**src/rtl/pipe_hazard_seq_pkg.sv**
```systemverilog
// Shared types and constants for the pipeline hazard sequencer.
package pipe_hazard_seq_pkg;
  localparam int REG_W = 5;

  typedef enum logic [1:0] {
    ST_RUN,
    ST_MEMWAIT,
    ST_DRAIN,
    ST_HALT
  } state_t;
endpackage

```
**src/rtl/pipe_hazard_seq_if.sv**
```systemverilog
// Sequencer bus: decode/EX/MEM status in, stall/flush/freeze control out.
interface pipe_hazard_seq_if #(
  parameter int CNT_W = 16
);
  import pipe_hazard_seq_pkg::*;

  logic [REG_W-1:0] id_rs1;
  logic [REG_W-1:0] id_rs2;
  logic             id_use_rs1;
  logic             id_use_rs2;
  logic             id_pause;
  logic [REG_W-1:0] ex_rd;
  logic             ex_memtoreg;
  logic             ex_writesreg;
  logic             ex_brtaken;
  logic             dmem_req;
  logic             dmem_ready;
  logic             resume;
  logic             stall_pc;
  logic             stall_ifid;
  logic             flush_ifid;
  logic             flush_idex;
  logic             freeze;
  logic             halted;
  logic             timeout_err;
  logic [CNT_W-1:0] stall_cnt;

  modport master (
    output id_rs1, id_rs2, id_use_rs1, id_use_rs2, id_pause,
           ex_rd, ex_memtoreg, ex_writesreg, ex_brtaken,
           dmem_req, dmem_ready, resume,
    input  stall_pc, stall_ifid, flush_ifid, flush_idex,
           freeze, halted, timeout_err, stall_cnt
  );

  modport slave (
    input  id_rs1, id_rs2, id_use_rs1, id_use_rs2, id_pause,
           ex_rd, ex_memtoreg, ex_writesreg, ex_brtaken,
           dmem_req, dmem_ready, resume,
    output stall_pc, stall_ifid, flush_ifid, flush_idex,
           freeze, halted, timeout_err, stall_cnt
  );
endinterface

```
**src/rtl/pipe_hazard_seq_hazard_detect.sv**
```systemverilog
// Load-use detector: a load in EX whose destination is read by the instruction in ID.
module pipe_hazard_seq_hazard_detect
  import pipe_hazard_seq_pkg::*;
(
  input  logic [REG_W-1:0] id_rs1,
  input  logic [REG_W-1:0] id_rs2,
  input  logic             id_use_rs1,
  input  logic             id_use_rs2,
  input  logic [REG_W-1:0] ex_rd,
  input  logic             ex_memtoreg,
  input  logic             ex_writesreg,
  output logic             load_use
);
  logic rs1_hit;
  logic rs2_hit;

  assign rs1_hit  = id_use_rs1 && (id_rs1 == ex_rd);
  assign rs2_hit  = id_use_rs2 && (id_rs2 == ex_rd);
  // x0 is hardwired to zero, so a load targeting it never creates a dependency
  assign load_use = ex_memtoreg && ex_writesreg && (ex_rd != '0) && (rs1_hit || rs2_hit);
endmodule

```
**src/rtl/pipe_hazard_seq.sv**
```systemverilog
// Pipeline sequencer: load-use bubbles, branch squash, dmem wait freeze, pause drain/halt/resume.
module pipe_hazard_seq
  import pipe_hazard_seq_pkg::*;
#(
  parameter int DRAIN_CYC   = 3,
  parameter int MEM_TIMEOUT = 255,
  parameter int CNT_W       = 16
) (
  input logic              clk,
  input logic              rst_n,
  pipe_hazard_seq_if.slave bus
);
  localparam int DW = (DRAIN_CYC > 1) ? $clog2(DRAIN_CYC) : 1;
  localparam int WW = (MEM_TIMEOUT > 1) ? $clog2(MEM_TIMEOUT + 1) : 1;

  function automatic logic [CNT_W-1:0] sat_inc(input logic [CNT_W-1:0] v);
    return (&v) ? v : v + CNT_W'(1);
  endfunction

  state_t           state, state_nx, ret_st, ret_nx, eff;
  logic [DW-1:0]    dcnt, dcnt_nx;
  logic [WW-1:0]    wcnt, wcnt_nx;
  logic             rflush, rflush_nx;
  logic             terr, terr_nx;
  logic [CNT_W-1:0] scnt;
  logic             load_use, memwait, frozen;
  logic             stall_pc_c, stall_ifid_c, flush_ifid_c, flush_idex_c, freeze_c, halted_c;

  pipe_hazard_seq_hazard_detect u_hazard (
    .id_rs1      (bus.id_rs1),
    .id_rs2      (bus.id_rs2),
    .id_use_rs1  (bus.id_use_rs1),
    .id_use_rs2  (bus.id_use_rs2),
    .ex_rd       (bus.ex_rd),
    .ex_memtoreg (bus.ex_memtoreg),
    .ex_writesreg(bus.ex_writesreg),
    .load_use    (load_use)
  );

  always_comb begin
    memwait      = bus.dmem_req && !bus.dmem_ready;
    frozen       = (state == ST_MEMWAIT) ? !bus.dmem_ready : ((state != ST_HALT) && memwait);
    // on the release cycle of a wait, behave as the state the wait interrupted
    eff          = (state == ST_MEMWAIT) ? ret_st : state;
    state_nx     = state;
    ret_nx       = ret_st;
    dcnt_nx      = dcnt;
    wcnt_nx      = '0;
    rflush_nx    = rflush;
    terr_nx      = terr;
    stall_pc_c   = 1'b0;
    stall_ifid_c = 1'b0;
    flush_ifid_c = 1'b0;
    flush_idex_c = 1'b0;
    freeze_c     = 1'b0;
    halted_c     = 1'b0;
    if (state == ST_HALT) begin
      freeze_c = 1'b1;
      halted_c = 1'b1;
      if (bus.resume) begin
        state_nx  = ST_RUN;
        rflush_nx = 1'b1;
      end
    end else if (frozen) begin
      freeze_c = 1'b1;
      if (state != ST_MEMWAIT) ret_nx = state;
      if (int'(wcnt) + 1 >= MEM_TIMEOUT) begin
        terr_nx  = 1'b1;
        state_nx = ST_HALT;
      end else begin
        state_nx = ST_MEMWAIT;
        wcnt_nx  = wcnt + WW'(1);
      end
    end else if (eff == ST_DRAIN) begin
      stall_pc_c   = 1'b1;
      stall_ifid_c = 1'b1;
      flush_idex_c = 1'b1;
      if (int'(dcnt) == DRAIN_CYC - 1) begin
        state_nx = ST_HALT;
        dcnt_nx  = '0;
      end else begin
        state_nx = ST_DRAIN;
        dcnt_nx  = dcnt + DW'(1);
      end
    end else begin
      state_nx = ST_RUN;
      // first unfrozen cycle after resume squashes the pause still sitting in IF/ID
      if (rflush) begin
        flush_ifid_c = 1'b1;
        rflush_nx    = 1'b0;
      end else if (bus.ex_brtaken) begin
        flush_ifid_c = 1'b1;
        flush_idex_c = 1'b1;
      end else if (load_use) begin
        stall_pc_c   = 1'b1;
        stall_ifid_c = 1'b1;
        flush_idex_c = 1'b1;
      end else if (bus.id_pause) begin
        state_nx = ST_DRAIN;
        dcnt_nx  = '0;
      end
    end
  end

  always_ff @(posedge clk or negedge rst_n) begin
    if (!rst_n) begin
      state  <= ST_RUN;
      ret_st <= ST_RUN;
      dcnt   <= '0;
      wcnt   <= '0;
      rflush <= 1'b0;
      terr   <= 1'b0;
      scnt   <= '0;
    end else begin
      state  <= state_nx;
      ret_st <= ret_nx;
      dcnt   <= dcnt_nx;
      wcnt   <= wcnt_nx;
      rflush <= rflush_nx;
      terr   <= terr_nx;
      if ((stall_pc_c || freeze_c) && !halted_c) scnt <= sat_inc(scnt);
    end
  end

  // outputs are forced low while reset is held, independent of the live inputs
  assign bus.stall_pc    = rst_n && stall_pc_c;
  assign bus.stall_ifid  = rst_n && stall_ifid_c;
  assign bus.flush_ifid  = rst_n && flush_ifid_c;
  assign bus.flush_idex  = rst_n && flush_idex_c;
  assign bus.freeze      = rst_n && freeze_c;
  assign bus.halted      = rst_n && halted_c;
  assign bus.timeout_err = terr;
  assign bus.stall_cnt   = scnt;
endmodule

```
**src/flat_wrapper.sv**
```systemverilog
// flat-port wrapper written by rule: the top's interface ports become plain ports
module pipe_hazard_seq_flat import pipe_hazard_seq_pkg::*;
#(
  parameter int DRAIN_CYC   = 3,
  parameter int MEM_TIMEOUT = 255,
  parameter int CNT_W       = 16
)
  (clk, rst_n, bus_id_rs1, bus_id_rs2, bus_id_use_rs1, bus_id_use_rs2, bus_id_pause, bus_ex_rd, bus_ex_memtoreg, bus_ex_writesreg, bus_ex_brtaken, bus_dmem_req, bus_dmem_ready, bus_resume, bus_stall_pc, bus_stall_ifid, bus_flush_ifid, bus_flush_idex, bus_freeze, bus_halted, bus_timeout_err, bus_stall_cnt);
  pipe_hazard_seq_if #(.CNT_W(CNT_W)) bus_i ();
  input logic clk;
  input logic rst_n;
  input wire logic [$bits(bus_i.id_rs1)-1:0] bus_id_rs1;
  input wire logic [$bits(bus_i.id_rs2)-1:0] bus_id_rs2;
  input wire logic [$bits(bus_i.id_use_rs1)-1:0] bus_id_use_rs1;
  input wire logic [$bits(bus_i.id_use_rs2)-1:0] bus_id_use_rs2;
  input wire logic [$bits(bus_i.id_pause)-1:0] bus_id_pause;
  input wire logic [$bits(bus_i.ex_rd)-1:0] bus_ex_rd;
  input wire logic [$bits(bus_i.ex_memtoreg)-1:0] bus_ex_memtoreg;
  input wire logic [$bits(bus_i.ex_writesreg)-1:0] bus_ex_writesreg;
  input wire logic [$bits(bus_i.ex_brtaken)-1:0] bus_ex_brtaken;
  input wire logic [$bits(bus_i.dmem_req)-1:0] bus_dmem_req;
  input wire logic [$bits(bus_i.dmem_ready)-1:0] bus_dmem_ready;
  input wire logic [$bits(bus_i.resume)-1:0] bus_resume;
  output wire logic [$bits(bus_i.stall_pc)-1:0] bus_stall_pc;
  output wire logic [$bits(bus_i.stall_ifid)-1:0] bus_stall_ifid;
  output wire logic [$bits(bus_i.flush_ifid)-1:0] bus_flush_ifid;
  output wire logic [$bits(bus_i.flush_idex)-1:0] bus_flush_idex;
  output wire logic [$bits(bus_i.freeze)-1:0] bus_freeze;
  output wire logic [$bits(bus_i.halted)-1:0] bus_halted;
  output wire logic [$bits(bus_i.timeout_err)-1:0] bus_timeout_err;
  output wire logic [$bits(bus_i.stall_cnt)-1:0] bus_stall_cnt;
  assign bus_i.id_rs1 = bus_id_rs1;
  assign bus_i.id_rs2 = bus_id_rs2;
  assign bus_i.id_use_rs1 = bus_id_use_rs1;
  assign bus_i.id_use_rs2 = bus_id_use_rs2;
  assign bus_i.id_pause = bus_id_pause;
  assign bus_i.ex_rd = bus_ex_rd;
  assign bus_i.ex_memtoreg = bus_ex_memtoreg;
  assign bus_i.ex_writesreg = bus_ex_writesreg;
  assign bus_i.ex_brtaken = bus_ex_brtaken;
  assign bus_i.dmem_req = bus_dmem_req;
  assign bus_i.dmem_ready = bus_dmem_ready;
  assign bus_i.resume = bus_resume;
  assign bus_stall_pc = bus_i.stall_pc;
  assign bus_stall_ifid = bus_i.stall_ifid;
  assign bus_flush_ifid = bus_i.flush_ifid;
  assign bus_flush_idex = bus_i.flush_idex;
  assign bus_freeze = bus_i.freeze;
  assign bus_halted = bus_i.halted;
  assign bus_timeout_err = bus_i.timeout_err;
  assign bus_stall_cnt = bus_i.stall_cnt;
  pipe_hazard_seq #(.DRAIN_CYC(DRAIN_CYC), .MEM_TIMEOUT(MEM_TIMEOUT), .CNT_W(CNT_W)) u_core (.clk(clk), .rst_n(rst_n), .bus(bus_i));
endmodule
```
**config.mk**
```make
export PLATFORM = sky130hd
export DESIGN_NAME = pipe_hazard_seq_flat
export DESIGN_NICKNAME = d
export VERILOG_FILES = /design/src/rtl/pipe_hazard_seq_pkg.sv /design/src/rtl/pipe_hazard_seq_if.sv /design/src/rtl/pipe_hazard_seq_hazard_detect.sv /design/src/rtl/pipe_hazard_seq.sv /design/src/flat_wrapper.sv
export SDC_FILE = /design/constraint.sdc
export NUM_CORES = 1
export LEC_CHECK = 0
export ABC_AREA = 1
export CAP_MARGIN = 20
export CELL_PAD_IN_SITES_DETAIL_PLACEMENT = 1
export CELL_PAD_IN_SITES_GLOBAL_PLACEMENT = 1
export CORE_MARGIN = 2
export CORE_UTILIZATION = 35
export CTS_CLUSTER_DIAMETER = 30
export DETAILED_ROUTE_END_ITERATION = 8
export HOLD_SLACK_MARGIN = 0.1
export PLACE_DENSITY_LB_ADDON = 0.1
export SYNTH_ARGS = -nofsm -noshare
export SYNTH_HDL_FRONTEND = slang
export SYNTH_SLANG_ARGS = --single-unit
```
**constraint.sdc**
```tcl
create_clock -name clk -period 1.9 [get_ports clk]
set_clock_uncertainty 0.05 [all_clocks]
set_input_delay 0.38 -clock clk [delete_from_list [all_inputs] [get_ports clk]]
set_output_delay 0.38 -clock clk [all_outputs]
set_load 0.02 [all_outputs]
```
==> results.json <==
{
  "clk_latency_ps": 290,
  "drive_above_1_share_pct": 30.4,
  "antenna_found_initial": 0,
  "irDropWorstVdd_v": 0.000608,
  "cts-buffers-inserted": 5,
  "ant_nets": 0,
  "grt_usage_pct": 19.8,
  "slew_violations": 0,
  "clock-sinks": 32,
  "rows": 28,
  "final_nets": 403,
  "area_growth_syn_to_layout_pct": 47.3,
  "diodes": 0,
  "syn_area_um2": 2100,
  "ys.flop_type": "dfrtp_1",
  "ys_warn_count": 0,
  "drt-pass1-iter-count": 4,
  "dp_hpwl_mm": 4.27,
  "hold_ws_ps": 424,
  "hold_buffers": 0,
  "violations": "setup timing",
  "fillers": 728,
  "ys_seq_area_share_pct": 38.1,
  "synth_edf_count": 0,
  "num_io_pins": 49,
  "final_common_cell": "nand2_1",
  "die_h_um": 81.5,
  "finalSetupViolCount": 4,
  "place_congestion": 0.746,
  "via_count": 2141,
  "p_leak_nw": 1.57,
  "synthDistinctLibCells": 31,
  "fmax_ghz": 0.511,
  "hold_class": "flop to flop",
  "critPathLaunchType": "flop",
  "outcome": "complete, but fails checks",
  "period_needed_ps": 1960,
  "maxCapViolations": 0,
  "syn_inst": 294,
  "first_global_vias": 2265,
  "routedWlPerCell_um": 13.9,
  "path_clk_slew_ps": 70,
  "timing.final.ws_setup_ps": -58.4,
  "core_um2": 5850,
  "setup.worst_path.class": "flop to output port",
  "worst_slew_pin_slew_ps": 428,
  "routed_via_density": 4.76,
  "grt_max_degree": 33,
  "initial_core_util_pct": 35.9,
  "hold_viol_final": 0,
  "syn_area_per_cell_um2": 7.15,
  "async_flop_share_pct": 100,
  "synth_nets": 323,
  "die-area_um2": 6640,
  "fin_crit_sh_pct": 103,
  "cp.arrival_ps": 1530,
  "cts_root_buf": "clkbuf_8",
  "grt_setup_unrepaired": "yes",
  "clockBufferDepth": 2,
  "final_cells": 450,
  "final_cell_mix": "88 x nand2_1, 33 x inv_1, 29 x dfrtp_1",
  "total_power_mw": 3.42,
  "drc_errors": 0,
  "port_buffers": 48,
  "htreeDepth": 2,
  "dp.cells": 431,
  "crit_required_ps": 1470,
  "dieWidth_um": 81.5,
  "cts_tree": "built",
  "powerDensity_nw_per_um2": 1100,
  "end_kind": "output port",
  "drt_iter0_drc": 59,
  "relSlewSlack_pct": 71.5,
  "grt.overflow.total": 0,
  "grt_pass1_wl_mm": 10.3,
  "cp_max_fo": 4,
  "synth-seq-cells": 32,
  "wl_mm": 6.24
}
path summary, 6_finish.rpt:
| path | from | to | slack [ps] | depth (start not counted) |
|---|---|---|---|---|
| max in group asynchronous | rst_n | u_core.bus.stall_cnt[4] | 850 | 3 |
| min reg2reg | u_core.bus.timeout_err | u_core.bus.timeout_err | 420 | 2 |
| max reg2reg | u_core.state[0] | u_core.bus.stall_cnt[6] | 70 | 11 |
| min | u_core.bus.timeout_err | u_core.bus.timeout_err | 420 | 2 |
| min in group asynchronous | rst_n | u_core.dcnt[0] | 620 | 3 |
| max | u_core.state[0] | bus_stall_ifid | -60 | 7 |
worst max-delay path: stages (launching register included):
cell,delay (ps)
dfrtp_2,450
nor2_4,140
nor2_4,50
nor2_4,100
nand2_2,80
buf_6,130
a21oi_4,140
buf_6,140
cells by family (layout without fill, tap and decap cells):
kind of cell	after synthesis	count (layout)	share of synthesized area [%]
simple gates	186	187	40.5
buf+inv	48	128	9.94
flops	32	32	38.1
xor+xnor	18	18	7.50
compound gates	6	6	1.67
fa+ha+maj	3	3	1.79
mux	1	1	0.536
power by group:
group	internal (mW)	leakage, nW	switching [mW]
combinational	0.748	1.09	0.978
clock	0.463	0.0645	0.274
sequential	0.814	0.423	0.141
through the flow:
step | TNS [ps] | instance area (um2) | setup WS, ps | util (%)
floorplan | 0 | 2110 | 49.5 | -
global placement | -6860 | 2770 | -814 | 47.4
detailed placement | -7680 | 2770 | -845 | 47.4
CTS | -1210 | 2980 | -89.3 | 50.9
global route | -664 | 3100 | -126 | 52.9
finish | -157 | 3100 | -58.4 | 52.9
per-layer routing:
metal  vias to the layer above  part of all wire (%)  GRT usage [%]
li1                       1075                     -              -
met1                      1031                    43           25.6
met2                        27                    52           34.4
met3                         8                   2.9           2.97
met4                         0                   1.2           5.08
met5                         -                     0              0
sequential cells by signal, summed over array words and instances, names as in the netlist:
| name | flops |
|---|---|
| u_core.bus.stall_cnt | 16 |
| u_core.wcnt | 8 |
| u_core.dcnt | 2 |
| u_core.ret_st | 2 |
| u_core.state | 2 |
| u_core.bus.timeout_err | 1 |
| u_core.rflush | 1 |
repair_timing:
item                       4_1_cts  5_1_grt
buffers inserted                 8        4
cloned                           0        1
pin swaps                       24       28
setup endpoints to repair        6       35
gates resized for setup         70       66
synthesized netlist by cell type, types with 2 or more instances:
master,n,area [um2]
nand4_1,10,62.6
nand3_1,30,150
a21oi_1,2,10.0
inv_2,8,30.0
nand2_1,95,357
ha_1,3,37.5
xnor2_1,7,61.3
xor2_1,11,96.3
nor2_4,2,22.5
nor2_1,31,116
nor3_2,2,20.0
nor3_1,6,30.0
inv_1,36,135
nor2_2,3,18.8
dfrtp_1,32,801
area by class of cell:
class | count | area (um2) | share of cell area (%)
clock buffer | 7 | 96.3 | 3.11
clock inverter | 1 | 30.0 | 0.970
inverter | 44 | 168 | 5.42
multi-input combinational | 215 | 1260 | 40.7
sequential | 32 | 805 | 26.0
tap | 75 | 93.8 | 3.03
timing repair buffer | 76 | 642 | 20.7
No activity file was read; power rests on OpenSTA's default activity.
